File: src/rtl/r2r_pkg.sv
// Shared types and mode-ordering helpers for the R2R display mode controller.
// Provides the data-select encoding, the controller FSM states and next-mode functions.
package r2r_pkg;

  typedef enum logic [1:0] {
    SEL_OFF    = 2'b00,
    SEL_RAW    = 2'b01,
    SEL_AVG    = 2'b10,
    SEL_SCALED = 2'b11
  } r2r_sel_t;

  typedef enum logic [1:0] {
    S_OFF   = 2'b00,
    S_BLANK = 2'b01,
    S_SHOW  = 2'b10
  } r2r_ctrl_state_t;

  // OFF -> RAW -> AVG -> SCALED -> OFF
  function automatic r2r_sel_t next_manual(input r2r_sel_t s);
    r2r_sel_t r;
    unique case (s)
      SEL_OFF:    r = SEL_RAW;
      SEL_RAW:    r = SEL_AVG;
      SEL_AVG:    r = SEL_SCALED;
      SEL_SCALED: r = SEL_OFF;
      default:    r = SEL_OFF;
    endcase
    return r;
  endfunction

  // RAW -> AVG -> SCALED -> RAW; auto-cycling never lands on OFF
  function automatic r2r_sel_t next_auto(input r2r_sel_t s);
    r2r_sel_t r;
    unique case (s)
      SEL_RAW:    r = SEL_AVG;
      SEL_AVG:    r = SEL_SCALED;
      SEL_SCALED: r = SEL_RAW;
      default:    r = SEL_RAW;
    endcase
    return r;
  endfunction

endpackage

File: src/rtl/r2r_interval_timer.sv
// Loadable saturating down-counter; expire flags the last enabled cycle of the interval.
// Ports: clk, reset (async high), load (reload LOAD_VAL), enable (count), expire.
module r2r_interval_timer #(
  parameter int LOAD_VAL = 8
) (
  input  logic clk,
  input  logic reset,
  input  logic load,
  input  logic enable,
  output logic expire
);

  localparam int W = $clog2(LOAD_VAL + 1);
  localparam logic [W-1:0] LOAD_V = W'(LOAD_VAL);
  localparam logic [W-1:0] ONE    = W'(1);

  logic [W-1:0] r_cnt;

  // Expiry is the LOAD_VAL-th enabled cycle after a load.
  assign expire = enable && (r_cnt == ONE);

  always_ff @(posedge clk or posedge reset) begin
    if (reset) begin
      r_cnt <= '0;
    end else if (load) begin
      r_cnt <= LOAD_V;
    end else if (enable && (r_cnt != '0)) begin
      r_cnt <= r_cnt - ONE;
    end
  end

endmodule

File: src/rtl/r2r_display_mode_ctrl.sv
// R2R measurement select sequencer: mode stepping, post-change blanking, display strobes.
// Ports: clk, reset, mode_next, auto_en, hold, sample_valid -> data_select, display_update, blanking, mode_changed.
module r2r_display_mode_ctrl
  import r2r_pkg::*;
#(
  parameter int DWELL_CYCLES = 100_000_000,
  parameter int BLANK_CYCLES = 1_000_000
) (
  input  logic       clk,
  input  logic       reset,
  input  logic       mode_next,
  input  logic       auto_en,
  input  logic       hold,
  input  logic       sample_valid,
  output logic [1:0] data_select,
  output logic       display_update,
  output logic       blanking,
  output logic       mode_changed
);

  r2r_ctrl_state_t r_state, w_state;
  r2r_sel_t        r_sel, w_sel, w_nsel;
  logic            r_upd, w_upd;
  logic            r_blank, w_blank;
  logic            r_mc, w_mc;

  logic w_blank_load, w_blank_en, w_blank_exp;
  logic w_dwell_load, w_dwell_en, w_dwell_exp;
  logic w_auto, w_chg;

  assign w_blank_en = (r_state == S_BLANK);
  assign w_dwell_en = (r_state == S_SHOW) && auto_en && !hold;
  // Held in reload outside S_SHOW so every entry starts a fresh dwell.
  assign w_dwell_load = (r_state != S_SHOW) || !auto_en;

  assign w_auto = (r_state == S_SHOW) && w_dwell_exp;
  assign w_chg  = mode_next || w_auto;
  // Manual order takes precedence when both triggers coincide.
  assign w_nsel = mode_next ? next_manual(r_sel) : next_auto(r_sel);

  r2r_interval_timer #(.LOAD_VAL(BLANK_CYCLES)) u_blank_tmr (
    .clk    (clk),
    .reset  (reset),
    .load   (w_blank_load),
    .enable (w_blank_en),
    .expire (w_blank_exp)
  );

  r2r_interval_timer #(.LOAD_VAL(DWELL_CYCLES)) u_dwell_tmr (
    .clk    (clk),
    .reset  (reset),
    .load   (w_dwell_load),
    .enable (w_dwell_en),
    .expire (w_dwell_exp)
  );

  always_comb begin
    w_state      = r_state;
    w_sel        = r_sel;
    w_upd        = 1'b0;
    w_blank      = 1'b0;
    w_mc         = 1'b0;
    w_blank_load = 1'b0;
    if (w_chg) begin
      // A mode change swallows any coincident sample.
      w_sel = w_nsel;
      w_mc  = 1'b1;
      if (w_nsel == SEL_OFF) begin
        w_state = S_OFF;
        w_upd   = 1'b1;
      end else begin
        w_state      = S_BLANK;
        w_blank      = 1'b1;
        w_blank_load = 1'b1;
      end
    end else begin
      unique case (r_state)
        S_OFF: begin
        end
        S_BLANK: begin
          if (w_blank_exp) begin
            w_state = S_SHOW;
          end else begin
            w_blank = 1'b1;
          end
        end
        S_SHOW: begin
          w_upd = sample_valid && !hold;
        end
        default: begin
          w_state = S_OFF;
          w_sel   = SEL_OFF;
        end
      endcase
    end
  end

  always_ff @(posedge clk or posedge reset) begin
    if (reset) begin
      r_state <= S_OFF;
      r_sel   <= SEL_OFF;
      r_upd   <= 1'b0;
      r_blank <= 1'b0;
      r_mc    <= 1'b0;
    end else begin
      r_state <= w_state;
      r_sel   <= w_sel;
      r_upd   <= w_upd;
      r_blank <= w_blank;
      r_mc    <= w_mc;
    end
  end

  assign data_select    = r_sel;
  assign display_update = r_upd;
  assign blanking       = r_blank;
  assign mode_changed   = r_mc;

endmodule

File: config.mk
export PLATFORM = sky130hd
export DESIGN_NAME = r2r_display_mode_ctrl
export DESIGN_NICKNAME = d
export VERILOG_FILES = /design/src/rtl/r2r_pkg.sv /design/src/rtl/r2r_interval_timer.sv /design/src/rtl/r2r_display_mode_ctrl.sv
export SDC_FILE = /design/constraint.sdc
export NUM_CORES = 1
export LEC_CHECK = 0
export CORE_UTILIZATION = 40
export DETAILED_ROUTE_END_ITERATION = 7
export HOLD_SLACK_MARGIN = 0.02
export PLACE_DENSITY = 0.58
export SYNTH_ARGS = -nofsm -noshare
export SYNTH_HDL_FRONTEND = slang
export SYNTH_SLANG_ARGS = --single-unit
export TNS_END_PERCENT = 20
File: constraint.sdc
create_clock -name clk -period 2.35 [get_ports clk]
set_input_delay 0.235 -clock clk [delete_from_list [all_inputs] [get_ports clk]]
set_output_delay 0.235 -clock clk [all_outputs]
set_load 0.005 [all_outputs]
==> impl_results.md <==
* Outcome: completed
* Average detailed-routed wire length per instance at 14.19 um
* Number of synthesized register bits at 54
* # rows at 31
* Portion of the clock cycle consumed by the worst path in the final layout at 0.9617
* Cell with the biggest individual delay on the critical path: sky130_fd_sc_hd__or4_4
* Ant diodes at 0
* Number of buffers inserted by port buffering at 10
* Post-synthesis cell type count at 45
* Power density over the cells at 677.9 nW/um2
* Clock sink count at 54
* Final std cells w/o fill at 446
* Adder-cell area share of the yosys netlist at 0.03377
* Synthesized-area fraction occupied by xor and xnor cells at 0.05319
* Max-capacitance violation count at 0
* Cts hold-fix bufs at 0
* Placed Cells incl. Taps at 439
* Critical path buffer and inverter count at 0
* Top Family by Delay on Critical Path: simple AND/OR/NAND/NOR gates
* Measured slew at the worst slew-check pin at 468.3 ps
* CTS tree: done
* Share of post-route cells with drive strength above 1 at 0.1643
* Vias in the first global route at 2314
* Number of H-tree levels at 2
* Compound-Gate Fraction of Synth Area at 0.1334
* Pre-CTS worst setup slack at -29.68 ps
* Remaining antenna violation count after routing at 0
* Final weighted congestion in routability-driven placement at 0.8166
* Global-route wire length before repair at 10960 um
* Vertical extent of the die at 88.08 um
* Synth warn at 0
* Critical path launch point type: flop
* Die boundary width at 88.08 um
* Worst Hold Margin at 259.7 ps
* Net count of the finished layout at 361
* Endpoint required time on the critical path at 2590 ps
* Total clock buffers created by CTS at 5
* Endpoint class of the critical path: flop
* Later-pin clock latency in the skew report at 310 ps
* Unrepaired setup endpoints after global routing: yes
* Seq/Total Area, Yosys at 0.4559
* Post-Route Skew at 8.147 ps
* Worst voltage drop across the vdd grid at 0.0004563 V
* Area grow syn2layout at 18.40%
* Cell chosen for the clock root: sky130_fd_sc_hd__clkbuf_8
* CP max FO at 6
* CP dominant cell by count: sky130_fd_sc_hd__or4_4
* Max Freq at 442.5 MHz
* Beginning of the critical path: u_dwell_tmr.r_cnt[6]
* Area of the die at 7758 um2
* Data arrival, critical path at 2500 ps
* Final-report setup violation count at 0
* Avg Cell Area, Syn at 9.593 um2
* Lkg Pwr at 1.366 nW
* Number of cell instances on the worst register-to-register path at 4
* DR iter-0 viols at 118
* Clock slew at the register clock pins of the worst setup and hold paths at 100 ps
* Reg-to-Reg End: u_dwell_tmr.r_cnt[11]
* Net count after synthesis at 323
* Register-to-Register Setup Slack at 90 ps
* Timing endpoint of the critical path: u_dwell_tmr.r_cnt[11]
* Initial core utilization at 0.4109
* Power consumption at 2.379 mW
* Estimated wirelength of the detail-placed design at 4703 um
* HP Class: in2async
* Portion of netlist area occupied by mux cells at 0.006754
* Dominant combinational cell family by area after synthesis: simple AND/OR/NAND/NOR gates
* Gate Count Post-Synth at 309
* Minimum period implied by the final worst setup slack at 2260 ps
* Overall routed net length at 6327 um
* Final number of max-transition violations at 0
* Vias per cell at 5.417
* Maximum count of clock buffers along a single path at 2
* Area share of and/or/nand/nor cells after synthesis at 0.2837
* Netlist area before placement at 2964 um2
* Number of antenna violations at the first check in global routing at 0
* Largest net degree at the start of global routing at 23
* Core area at 7214 um2
* Overall via count from detail_route at 2416
* Largest incremental delay on the critical path at 580 ps
* Reg-to-reg critical path startpoint: u_dwell_tmr.r_cnt[6]
* Number of primary I/O pins at 11
* Number of hold-slack violations in the final timing report at 0
* Number of remaining DRC errors at 0
* Classification of the worst setup path: reg2reg
* Worst-case headroom to the max-slew limit at 0.6849
* Instance count on the critical path at 4
* Final setup margin at 90.08 ps
* Total iterations of the first detailed-routing run at 4
* Remaining global-route overflow at 0
* Total track usage at 0.1848
* Crit path cell chain: or4_4, or4_4, or4_1, a21oi_1
cell usage after synthesis:
library cell | number | area [um2]
sky130_fd_sc_hd__a31oi_1 | 1 | 6.260
sky130_fd_sc_hd__nor2b_1 | 2 | 12.51
sky130_fd_sc_hd__nor3_1 | 6 | 30.03
sky130_fd_sc_hd__nand2b_1 | 6 | 37.54
sky130_fd_sc_hd__o31ai_1 | 14 | 105.1
sky130_fd_sc_hd__or3_1 | 12 | 75.07
sky130_fd_sc_hd__a211oi_1 | 3 | 22.52
sky130_fd_sc_hd__nor4b_2 | 1 | 15.01
sky130_fd_sc_hd__o211ai_1 | 3 | 22.52
sky130_fd_sc_hd__nor4_2 | 1 | 12.51
sky130_fd_sc_hd__a21bo_2 | 1 | 10.01
sky130_fd_sc_hd__ha_1 | 8 | 100.1
sky130_fd_sc_hd__or4_4 | 2 | 22.52
sky130_fd_sc_hd__or3b_2 | 2 | 17.52
sky130_fd_sc_hd__buf_6 | 1 | 11.26
sky130_fd_sc_hd__buf_2 | 4 | 20.02
sky130_fd_sc_hd__nand3_1 | 12 | 60.06
sky130_fd_sc_hd__dfrtp_1 | 54 | 1351
sky130_fd_sc_hd__nor2_1 | 24 | 90.09
sky130_fd_sc_hd__nor4b_1 | 1 | 8.760
sky130_fd_sc_hd__xnor2_1 | 3 | 26.28
sky130_fd_sc_hd__o21ai_0 | 14 | 70.07
sky130_fd_sc_hd__o31a_1 | 2 | 17.52
sky130_fd_sc_hd__xor2_1 | 15 | 131.4
sky130_fd_sc_hd__nand3b_1 | 3 | 22.52
sky130_fd_sc_hd__o41ai_1 | 1 | 8.760
sky130_fd_sc_hd__inv_1 | 12 | 45.04
sky130_fd_sc_hd__mux2i_1 | 2 | 20.02
sky130_fd_sc_hd__a21oi_1 | 17 | 85.08
sky130_fd_sc_hd__a41oi_1 | 1 | 8.760
sky130_fd_sc_hd__a21o_1 | 1 | 7.510
sky130_fd_sc_hd__clkbuf_1 | 6 | 22.52
sky130_fd_sc_hd__nand4_1 | 5 | 31.28
sky130_fd_sc_hd__nor4_4 | 1 | 21.27
sky130_fd_sc_hd__and4_1 | 2 | 17.52
sky130_fd_sc_hd__or2_2 | 5 | 31.28
sky130_fd_sc_hd__o311ai_0 | 1 | 8.760
sky130_fd_sc_hd__nand2_1 | 21 | 78.83
sky130_fd_sc_hd__or4_1 | 16 | 120.1
sky130_fd_sc_hd__o21a_1 | 3 | 22.52
sky130_fd_sc_hd__and2_1 | 2 | 12.51
sky130_fd_sc_hd__nor4_1 | 13 | 81.33
sky130_fd_sc_hd__nand4b_1 | 3 | 26.28
sky130_fd_sc_hd__and3_1 | 1 | 6.260
sky130_fd_sc_hd__and4b_1 | 1 | 10.01
sequential cells by signal (all words and copies together) (netlist names):
name / cells
u_dwell_tmr.r_cnt: 27
mode_changed: 1
blanking: 1
data_select: 2
display_update: 1
r_state: 2
u_blank_tmr.r_cnt: 20
cells in the final DEF, fill, tap and decap left out, drive strengths merged, types with 8 or more instances in the layout:
master and count:
buf 32, nand2 21, clkdlybuf4s50 10, o31ai 14, nor4 15, xor2 15
dfrtp 54, ha 8, or3 12, nor2 24, o21ai 14, nand3 12
inv 12, a21oi 17, or4 18
routing by layer:
metal,vias to the layer above,track usage,wire (um),part of all wire
li1,1218,-,-,-
met1,1180,0.2399,3038,0.48
met2,12,0.3080,3109,0.49
met3,6,0.03299,93,0.015
met4,0,0.07038,86,0.014
met5,-,0,0,0
what timing repair did:
item                                    CTS  global route
buffers inserted                          0             0
resized for setup                         0             4
endpoints found under the setup margin    0            19
worst register-to-register path, stage by stage (launching register included):
cell and delay [ps]:
sky130_fd_sc_hd__dfrtp_1 420, sky130_fd_sc_hd__or4_4 580, sky130_fd_sc_hd__or4_4 550, sky130_fd_sc_hd__or4_1 480, sky130_fd_sc_hd__a21oi_1 160
worst min-delay path by stage:
stage                          startpoint  slack, ps               endpoint  cells past startpoint
floorplan                       mode_next        370         data_select[0]                      1
global placement    u_blank_tmr.r_cnt[18]        510  u_blank_tmr.r_cnt[18]                      2
detailed placement  u_blank_tmr.r_cnt[18]        510  u_blank_tmr.r_cnt[18]                      2
CTS                                 reset        260  u_dwell_tmr.r_cnt[21]                      2
global route                        reset        310  u_blank_tmr.r_cnt[12]                      2
finish                              reset        260  u_dwell_tmr.r_cnt[18]                      2
area by class of cell:
| cell class | count | area (um2) |
|---|---|---|
| flip-flops and latches | 54 | 1351 |
| fillers | 694 | 3705 |
| clock inverters | 1 | 30.03 |
| multi-input cells | 232 | 1536 |
| well taps | 99 | 123.9 |
| inverters | 12 | 45.04 |
| repair buffers | 42 | 340.3 |
| clock buffers | 6 | 82.58 |
cell families after synthesis:
logic type                 after synthesis
AOI/OAI and AO/OA                       62
xor gates and xnor gates                18
adders and majority gates                8
buffers and inverters                   23
DFF                                     54
muxes                                    2
and+or+nand+nor                        142
power breakdown:
| group | switching, mW | total (mW) | internal [mW] |
|---|---|---|---|
| clock network | 0.302 | 0.644 | 0.341 |
| logic | 0.334 | 0.629 | 0.295 |
| registers | 0.0868 | 1.11 | 1.02 |
| total | 0.723 | 2.38 | 1.66 |
per-stage QoR:
stage	TNS (ps)	util	cell area (um2)
floorplan	0	-	2964
global route	-5.871	0.4865	3510
global placement	-14.04	0.4677	3374
finish	0	0.4865	3510
detailed placement	-191.6	0.4677	3374
CTS	0	0.4834	3487
(Power assumes the default switching activity.)
